--- config.mk ---
export PLATFORM = sky130hd
export DESIGN_NAME = mul_step2_stage
export DESIGN_NICKNAME = d
export VERILOG_FILES = /design/src/rtl/fpu_mul_pkg.sv /design/src/rtl/fpu_skid_buf.sv /design/src/rtl/mul_step2_stage.sv
export SDC_FILE = /design/constraint.sdc
export NUM_CORES = 1
export LEC_CHECK = 0
export CAP_MARGIN = 15
export CORE_MARGIN = 2
export CORE_UTILIZATION = 50
export DETAILED_ROUTE_END_ITERATION = 10
export PLACE_DENSITY = 0.86
export RECOVER_POWER = 100
export SETUP_SLACK_MARGIN = 0.3
export SLEW_MARGIN = 20
export SYNTH_ARGS = -nofsm -noshare
export SYNTH_HDL_FRONTEND = slang
export SYNTH_HIERARCHICAL = 1
export SYNTH_SLANG_ARGS = --single-unit
export TNS_END_PERCENT = 10
--- constraint.sdc ---
create_clock -name clk -period 5.37 [get_ports clk]
set_input_delay 1.074 -clock clk [delete_from_list [all_inputs] [get_ports clk]]
set_output_delay 1.074 -clock clk [all_outputs]
set_load 0.02 [all_outputs]
--- src/rtl/fpu_mul_pkg.sv ---
// ---------------------------------------------------------------------------
// fpu_mul_pkg
//   Shared constants and payload types for the single-precision multiply
//   pipeline.
//
//   BIAS     : IEEE-754 single exponent bias
//   EXP_MAX  : all-ones biased exponent (Inf/NaN encoding, overflow limit)
//   EXP_W    : default width of the signed internal exponent sum
//   mul2_data_t : step-2 result record at the default exponent width, as
//                 consumed by step 3.
//
//   Optional feature macro: MUL_STEP2_SPECIAL_EN adds the zero/inf/nan
//   operand-class flags to the payload.
// ---------------------------------------------------------------------------
package fpu_mul_pkg;

    localparam int BIAS    = 127;
    localparam int EXP_MAX = 255;
    localparam int EXP_W   = 10;

    typedef struct packed {
        logic                    sign;
        logic signed [EXP_W-1:0] exp;
        logic [25:0]             frac;
        logic                    sticky;
        logic                    ovf;
        logic                    unf;
`ifdef MUL_STEP2_SPECIAL_EN
        logic                    zero;
        logic                    inf;
        logic                    nan;
`endif
    } mul2_data_t;

endpackage

--- src/rtl/fpu_skid_buf.sv ---
// ---------------------------------------------------------------------------
// fpu_skid_buf
//   Generic 2-entry valid/ready skid buffer. The upstream ready is a
//   register, so downstream stalls never form a combinational path from
//   ready_in to ready_out.
//
//   Parameter:
//     T          payload type
//   Ports:
//     clk        clock
//     rst        synchronous active-high reset (empties the buffer)
//     valid_in   upstream data valid
//     ready_out  buffer can accept (registered)
//     data_in    upstream payload
//     valid_out  payload valid toward downstream
//     ready_in   downstream accepts this cycle
//     data_out   oldest accepted payload
//
//   States:
//     EMPTY : nothing held
//     ONE   : main register holds the head entry
//     FULL  : main holds the head, skid holds the next entry
// ---------------------------------------------------------------------------
module fpu_skid_buf #(
    parameter type T = logic [7:0]
) (
    input  logic clk,
    input  logic rst,
    input  logic valid_in,
    output logic ready_out,
    input  T     data_in,
    output logic valid_out,
    input  logic ready_in,
    output T     data_out
);

    localparam logic [1:0] ST_EMPTY = 2'd0;
    localparam logic [1:0] ST_ONE   = 2'd1;
    localparam logic [1:0] ST_FULL  = 2'd2;

    logic [1:0] state;
    logic [1:0] state_next;
    logic       ready_r;
    T           main_r;
    T           skid_r;
    logic       in_fire;
    logic       out_fire;

    assign in_fire   = valid_in && ready_r;
    assign out_fire  = (state != ST_EMPTY) && ready_in;
    assign ready_out = ready_r;
    assign valid_out = (state != ST_EMPTY);
    assign data_out  = main_r;

    always_comb begin
        state_next = state;
        case (state)
            ST_EMPTY: if (in_fire) state_next = ST_ONE;
            ST_ONE: begin
                if (in_fire && !out_fire)      state_next = ST_FULL;
                else if (!in_fire && out_fire) state_next = ST_EMPTY;
            end
            ST_FULL:  if (out_fire) state_next = ST_ONE;
            default:  state_next = ST_EMPTY;
        endcase
    end

    always_ff @(posedge clk) begin
        if (rst) begin
            state   <= ST_EMPTY;
            // Held low while in reset so nothing is accepted until the
            // cycle after rst deasserts.
            ready_r <= 1'b0;
            main_r  <= '0;
            skid_r  <= '0;
        end else begin
            state   <= state_next;
            ready_r <= (state_next != ST_FULL);
            case (state)
                ST_EMPTY: if (in_fire) main_r <= data_in;
                ST_ONE: begin
                    // Head leaving: new entry becomes the head. Head stalled:
                    // new entry parks behind it in the skid register.
                    if (in_fire && out_fire) main_r <= data_in;
                    else if (in_fire)        skid_r <= data_in;
                end
                ST_FULL:  if (out_fire) main_r <= skid_r;
                default: ;
            endcase
        end
    end

endmodule

--- src/rtl/mul_step2_stage.sv ---
// ---------------------------------------------------------------------------
// mul_step2_stage
//   Second step of the three-step single-precision multiply pipeline.
//   Combines the operand signs, forms the biased exponent sum, normalizes
//   the 26-bit fraction product by one place on carry and flags exponent
//   overflow/underflow. Results pass through a 2-entry skid buffer so step-3
//   back-pressure never reaches step 1 combinationally.
//
//   Parameters:
//     BIAS       exponent bias subtracted from the sum (127)
//     EXP_W      signed width of the exponent sum (>= 10)
//   Ports:
//     clk, rst          clock, synchronous active-high reset
//     valid_in/ready_out  step-1 handshake (ready_out is registered)
//     sign1, sign2      operand signs
//     exp1, exp2        operand biased exponents
//     product, carry_out  step-1 fraction product and its >= 2.0 carry
//     valid_out/ready_in  step-3 handshake
//     sign_out          result sign
//     exp_out           signed exponent sum (not truncated to 8 bits)
//     frac_out          normalized significand, bit 25 = hidden one
//     sticky_out        bit lost by normalization
//     ovf, unf          exp_out >= 255, exp_out <= 0
//   Optional feature macro MUL_STEP2_SPECIAL_EN adds:
//     zero_out          an operand exponent is 0
//     inf_out           an operand exponent is 255 and no operand is zero
//     nan_out           zero operand combined with an exponent-255 operand
// ---------------------------------------------------------------------------
module mul_step2_stage #(
    parameter int BIAS  = 127,
    parameter int EXP_W = 10
) (
    input  logic             clk,
    input  logic             rst,
    input  logic             valid_in,
    output logic             ready_out,
    input  logic             sign1,
    input  logic             sign2,
    input  logic [7:0]       exp1,
    input  logic [7:0]       exp2,
    input  logic [25:0]      product,
    input  logic             carry_out,
    output logic             valid_out,
    input  logic             ready_in,
    output logic             sign_out,
    output logic [EXP_W-1:0] exp_out,
    output logic [25:0]      frac_out,
    output logic             sticky_out,
`ifdef MUL_STEP2_SPECIAL_EN
    output logic             zero_out,
    output logic             inf_out,
    output logic             nan_out,
`endif
    output logic             ovf,
    output logic             unf
);

    import fpu_mul_pkg::*;

    // Local record at this instance's exponent width; same layout as
    // fpu_mul_pkg::mul2_data_t.
    typedef struct packed {
        logic                    sign;
        logic signed [EXP_W-1:0] exp;
        logic [25:0]             frac;
        logic                    sticky;
        logic                    ovf;
        logic                    unf;
`ifdef MUL_STEP2_SPECIAL_EN
        logic                    zero;
        logic                    inf;
        logic                    nan;
`endif
    } payload_t;

    // Exponent sum in EXP_W-bit two's complement; operands are zero-extended.
    function automatic logic signed [EXP_W-1:0] exp_sum(
        input logic [7:0] e1,
        input logic [7:0] e2,
        input logic       c
    );
        exp_sum = $signed(EXP_W'(e1) + EXP_W'(e2) + EXP_W'(c) - EXP_W'(BIAS));
    endfunction

    function automatic logic exp_over(input logic signed [EXP_W-1:0] e);
        exp_over = (e >= $signed(EXP_W'(EXP_MAX)));
    endfunction

    function automatic logic exp_under(input logic signed [EXP_W-1:0] e);
        exp_under = (e <= $signed(EXP_W'(0)));
    endfunction

    payload_t payload_p0;
    payload_t payload_p1;
    logic     vld_p1;

    // ---- p0: combinational datapath on the input side ----
    always_comb begin
        payload_p0      = '0;
        payload_p0.sign = sign1 ^ sign2;
        payload_p0.exp  = exp_sum(exp1, exp2, carry_out);
        if (carry_out) begin
            payload_p0.frac   = {1'b1, product[25:1]};
            payload_p0.sticky = product[0];
        end else begin
            payload_p0.frac   = product;
            payload_p0.sticky = 1'b0;
        end
        payload_p0.ovf = exp_over(payload_p0.exp);
        payload_p0.unf = exp_under(payload_p0.exp);
`ifdef MUL_STEP2_SPECIAL_EN
        payload_p0.zero = (exp1 == 8'd0) || (exp2 == 8'd0);
        payload_p0.inf  = ((exp1 == 8'(EXP_MAX)) || (exp2 == 8'(EXP_MAX)))
                          && !payload_p0.zero;
        payload_p0.nan  = ((exp1 == 8'(EXP_MAX)) || (exp2 == 8'(EXP_MAX)))
                          && payload_p0.zero;
        // A zero operand makes the exponent sum meaningless.
        if (payload_p0.zero) begin
            payload_p0.ovf = 1'b0;
            payload_p0.unf = 1'b0;
        end
`endif
    end

    // ---- p1: skid-buffered result registers ----
    fpu_skid_buf #(
        .T(payload_t)
    ) u_skid (
        .clk       (clk),
        .rst       (rst),
        .valid_in  (valid_in),
        .ready_out (ready_out),
        .data_in   (payload_p0),
        .valid_out (vld_p1),
        .ready_in  (ready_in),
        .data_out  (payload_p1)
    );

    assign valid_out  = vld_p1;
    assign sign_out   = payload_p1.sign;
    assign exp_out    = payload_p1.exp;
    assign frac_out   = payload_p1.frac;
    assign sticky_out = payload_p1.sticky;
    assign ovf        = payload_p1.ovf;
    assign unf        = payload_p1.unf;
`ifdef MUL_STEP2_SPECIAL_EN
    assign zero_out   = payload_p1.zero;
    assign inf_out    = payload_p1.inf;
    assign nan_out    = payload_p1.nan;
`endif

endmodule

; ---- Word level (Yosys, flattened, before mapping)
; Cells that the tools add are included.
[word_totals]
inputBits = 49
out_inout_bits = 42
ff_bits = 83
[op_classes]
bitwise_logic = 2
eq_ne = 6
reduce_logical = 12
addsub = 3
n_lt_le_gt_ge = 2
muxes = 10
[op_table]
columns = op, count
row1 = two-way mux 40 bit, 3
row2 = one-hot mux 40 bit (3 select lines), 1
row3 = two-way mux 27 bit, 1
row4 = adder 9 x 1 -> 10 bit, 1
row5 = ">= comparator 10 x 9 -> 1 bit, second input constant", 1
row6 = "<= comparator 10 x 1 -> 1 bit, second input constant", 1
row7 = "subtractor 10 x 7 -> 10 bit, second input constant", 1
row8 = adder 8 x 8 -> 9 bit, 1
row9 = two-way mux 2 bit, 4
row10 = "inequality test 2 x 1 -> 1 bit, second input constant", 3
row11 = one-hot mux 2 bit (3 select lines), 1
row12 = logical AND 1 bit, 5
row13 = AND reduction 4 bit, 1
row14 = AND reduction 3 bit, 1
row15 = nonzero test 3 bit, 1
row16 = "equality test 2 x 1 -> 1 bit, second input constant", 1
row17 = "equality test 2 bit, second input constant", 1
row18 = logical NOT 1 bit, 2
row19 = logical NOT 2 bit, 1
row20 = "inequality test 2 bit, second input constant", 1
row21 = nonzero test 2 bit, 1
row22 = inverter 1 bit, 1
row23 = bitwise XOR 1 bit, 1

; ---- Depth between registers and ports, before layout
[logic_depth]
depth_word = 7
depth_mapped = 17
mapped_depth_nobuf = 15

; ---- Modules after synthesis
; Netlist, hierarchy kept.
[modules_own_cells]
columns = mod, instances, cells_each, area_per_inst_um2
row1 = fpu_skid_buf, 1, 368, 3633.5
row2 = mul_step2_stage, 1, 98, 858.3

; ---- Least setup slack after synthesis
; Ideal clock, no wire load.
[synth_path]
path_type = input port to flip-flop
startpoint = input carry_out
endpoint = register u_skid.main_r (netlist bit u_skid/data_out[0])
path_buffers = 2
t_arrival_ns = 4.162
setup_ns = 0.065
path_stages = 16
path_slack_ns = 1.143
path_cell_list = clkbuf_1 > buf_1 > inv_1 > ha_1 > inv_1 > ha_1 > inv_1 > fa_1 > xor2_1 > inv_1 > or3_1 > or4_1 > o41ai_2 > mux2_4 > mux2i_1 > nor2_1
[synth_lines]
columns = element, line
row1 = from (decl), mul_step2_stage.sv:42  ; input logic carry_out,
row2 = to (signal assigned), fpu_skid_buf.sv:80  ; ST_EMPTY: if (in_fire) main_r <= data_in;
row3 = to (signal assigned), fpu_skid_buf.sv:84  ; if (in_fire && out_fire) main_r <= data_in;
row4 = to (signal assigned), fpu_skid_buf.sv:87  ; ST_FULL: if (out_fire) main_r <= skid_r;
row5 = to (decl), fpu_skid_buf.sv:44  ; T main_r;

; ---- Worst setup path after layout
[layout_path]
startpoint = input ready_in
endpoint = register u_skid.main_r (netlist bit u_skid/data_out[26])
[layout_between]
elab_chain_len = 4
[layout_lines]
columns = element, line
row1 = from (decl), mul_step2_stage.sv:44  ; input logic ready_in,
row2 = logical AND 1 bit *, fpu_skid_buf.sv:50  ; assign out_fire = (state != ST_EMPTY) && ready_in;
row3 = logical AND 1 bit, fpu_skid_buf.sv:84
row4 = inequality test 2 x 1 -> 1 bit (no source line), -
row5 = AND reduction 4 bit (no source line) *, -
; Mark *: on every way between the ends. The rest lies on a longest branch, timed or not.
; A chain may end at the register's enable or synchronous reset.

==> key figures <==
Finish
  – Share of post-route cells with drive strength above 1: 14.8%
  – Antenna Cells: 0
  – Fin cells: 655
  – Filler cells: 704
  – Layout area overhead: 22.5%
  – Commonest non-fill, non-tap cell in the layout: nand2_1
  – Most frequent cells in the layout: nand2_1, dfxtp_1, a21oi_1
  – Final nets: 608

Placement
  – DP HPWL: 6890 um
  – Routability cong.: 0.766
  – # port buffers: 90
  – Pre-CTS setup slack: 0.974 ns
  – Placed cell count: 639

CTS
  – Hold buffers post-CTS: 0
  – Number of post-CTS setup repair buffers: 0
  – CTS tree: built
  – Clk_lat worst skew: 0.34 ns
  – H-tree levels: 3
  – Clk sinks: 83
  – Root Driver: clkbuf_8
  – Clock Tree Buf Depth: 2
  – Resized cells post-CTS: 0
  – Clk pin slew, worst setup/hold paths: 0.08 ns
  – CTS Buf Count: 9

Pwr
  – VDD IR-drop max: 0.170 mV
  – Leakage Power: 2.50 nW
  – PwrDens: 268 nW/um2
  – Total Power: 1.47 mW

Critical path
  – Reg2reg start: u_skid/state[0]$_SDFF_PP0_
  – R2R setup slack: 2.00 ns
  – CP max stage cell: o31a_1
  – Critical path, cell by cell: dlygate4sd3_1 > nor2b_1 > o31a_1 > clkbuf_1 > mux2i_1 > nor2_1
  – Crit path max fanout: 32
  – Required @ worst endpoint: 5.48 ns
  – Critical Path Start: ready_in
  – Critical Path AT: 4.39 ns
  – Startpoint Class: input port
  – WS Path Type: in -> reg
  – Max stage delay on crit path: 1.55 ns
  – Critical path capture point type: flip-flop

Floorplan
  – Core footprint: 8720 um2
  – Die area: 9760 um2
  – Initial Utilization: 51.5%
  – Row cnt: 34
  – I/O pins: 91
  – Die Wd: 98.8 um
  – Die H: 98.8 um

Timing
  – Layout Skew: 0.0111 ns
  – Total Neg Setup Slack: 0 ns
  – Fraction of the cycle the final worst path needs: 79.7%
  – Final number of hold-violating endpoints: 0
  – Max Slew Vio Count: 96
  – Worst-margin pin slew: 2.68 ns
  – Final Setup Violations: 0
  – Setup WS post-layout: 1.09 ns
  – Fmax: 0.234 GHz
  – Max-slew headroom: -78.5%
  – Final min period: 4.28 ns
  – RSZ-0062 raised after global routing: false

Worst hold path
  – Hold Path Class: reg -> reg
  – Worst Min Path Start: u_skid/skid_r[33]$_SDFFE_PP0P_

Routing
  – Final WL: 9330 um
  – Drt wl/cell: 14.2 um
  – Initial DRC Count: 97
  – DRT antenna net count: 0
  – Drt first pass iters: 4
  – Via/cell ratio: 5.23
  – DR DRC count: 0
  – Vias: 3,425

Flow run
  – Max-cap violation count: 2

Yosys
  – Synth top area share: 37.0%
  – Post-Syn Area: 4490 um2
  – Largest area contributor in the netlist: dfxtp_1
  – Async set or reset register ratio after synthesis: 0%
  – Top post-synthesis cells by area: dfxtp_1, mux2_4, mux2i_1
  – Sequential fraction of the synthesis area: 37.0%
  – Synth Area in Adders: 4.90%
  – Post-synth EDFFs: 0
  – Synth warn: 6
  – Simple-gate share of the synthesized area: 13.7%
  – FF+latch count, synth: 83
  – Distinct cells, synth: 44
  – Ys flop type: dfxtp_1
  – Compound-gate portion of the synthesized area: 8.41%
  – Largest family of logic cells by synthesized area: multiplexers
  – Synth Area in XOR/XNOR: 1.17%
  – Post-synthesis mux area share: 27.9%
  – Gate count after technology mapping: 466
  – Avg Cell Area, Syn: 9.64 um2
  – Syn nets: 532

GRT
  – Vias in the first global route: 3,495
  – First-pass GRT wire length: 15,900 um
  – Initial antenna violation count: 0
  – Total gr overflow: 0
  – Largest net degree at the start of global routing: 63
  – Gr usage total: 19.7%

Outcome
  – Status: complete, but fails checks
  – Failing checks: capacitance limit, slew limit
[metal layers]
layer,up-vias,GRT usage (%),share of wire [%]
met5,-,0,0
met4,0,5.69,1.2
met3,11,4.04,3.3
met2,73,36.5,53
met1,1608,22.7,43
li1,1733,-,-
[power breakdown]
group / internal, mW / switching (mW)
clock network: 0.275 / 0.219
registers: 0.640 / 0.0126
logic: 0.171 / 0.158
[through the flow]
stage	hold slack (ns)	area, um2	util (%)
floorplan	0.432	4490	-
global placement	0.439	5310	60.9
detailed placement	0.446	5310	60.9
CTS	0.457	5540	63.5
global route	0.475	5500	63.1
finish	0.455	5500	63.1
[cell type report]
cell class / count / area [um2] / share of cell area, %
multi-input cells: 340 / 2510 / 45.6
clock inverters: 6 / 88.8 / 1.61
flip-flops and latches: 83 / 1660 / 30.2
clock buffers: 10 / 138 / 2.50
repair buffers: 96 / 928 / 16.9
well taps: 108 / 135 / 2.46
inverters: 12 / 45.0 / 0.818
[synthesized netlist by cell type, types with 2 or more instances]
| cell | n |
|---|---|
| buf_4 | 4 |
| nor2_1 | 45 |
| mux2_2 | 26 |
| and2_1 | 2 |
| a21oi_1 | 46 |
| nand2b_1 | 2 |
| nor2b_1 | 2 |
| buf_8 | 4 |
| ha_1 | 16 |
| xor2_1 | 2 |
| clkbuf_1 | 10 |
| mux2i_1 | 41 |
| mux2_4 | 30 |
| o21ai_0 | 2 |
| and3_1 | 2 |
| nand2_1 | 84 |
| buf_1 | 2 |
| inv_1 | 12 |
| or2_2 | 3 |
| o31a_1 | 3 |
| buf_6 | 2 |
| buf_2 | 5 |
| xnor2_1 | 4 |
| buf_12 | 4 |
| nand3b_1 | 2 |
| mux2_1 | 9 |
| dfxtp_1 | 83 |
| o21a_1 | 3 |
[cell families (layout without fill, tap and decap cells)]
| family | count (synthesis) | after routing |
|---|---|---|
| AO/OA/AOI/OAI | 63 | 63 |
| XOR/XNOR | 6 | 6 |
| adder cells (fa/ha/maj) | 17 | 17 |
| buffers and inverters | 43 | 124 |
| flip-flops | 83 | 83 |
| multiplexers | 106 | 106 |
| AND/OR/NAND/NOR | 148 | 148 |
[worst max-delay path: cells and delay by family]
kind	cells	cell delay, ns
AOI/OAI and AO/OA	1	1.55
buffers and inverters	2	1.16
muxes	1	0.27
and+or+nand+nor	2	0.32
[registers in the layout (all words and copies together), names as in the netlist]
| name | cells |
|---|---|
| u_skid/skid_r | 40 |
| u_skid/ready_out | 1 |
| u_skid/data_out | 40 |
| u_skid/state | 2 |
[worst paths after layout]
path / to / depth (start not counted)
setup / recovery: u_skid/data_out[26]$_SDFFE_PP0P_ / 6
hold / removal: u_skid/skid_r[33]$_SDFFE_PP0P_ / 2
setup reg to reg: u_skid/data_out[26]$_SDFFE_PP0P_ / 5
hold reg to reg: u_skid/skid_r[33]$_SDFFE_PP0P_ / 2
Power figures use the tool's default switching activity.
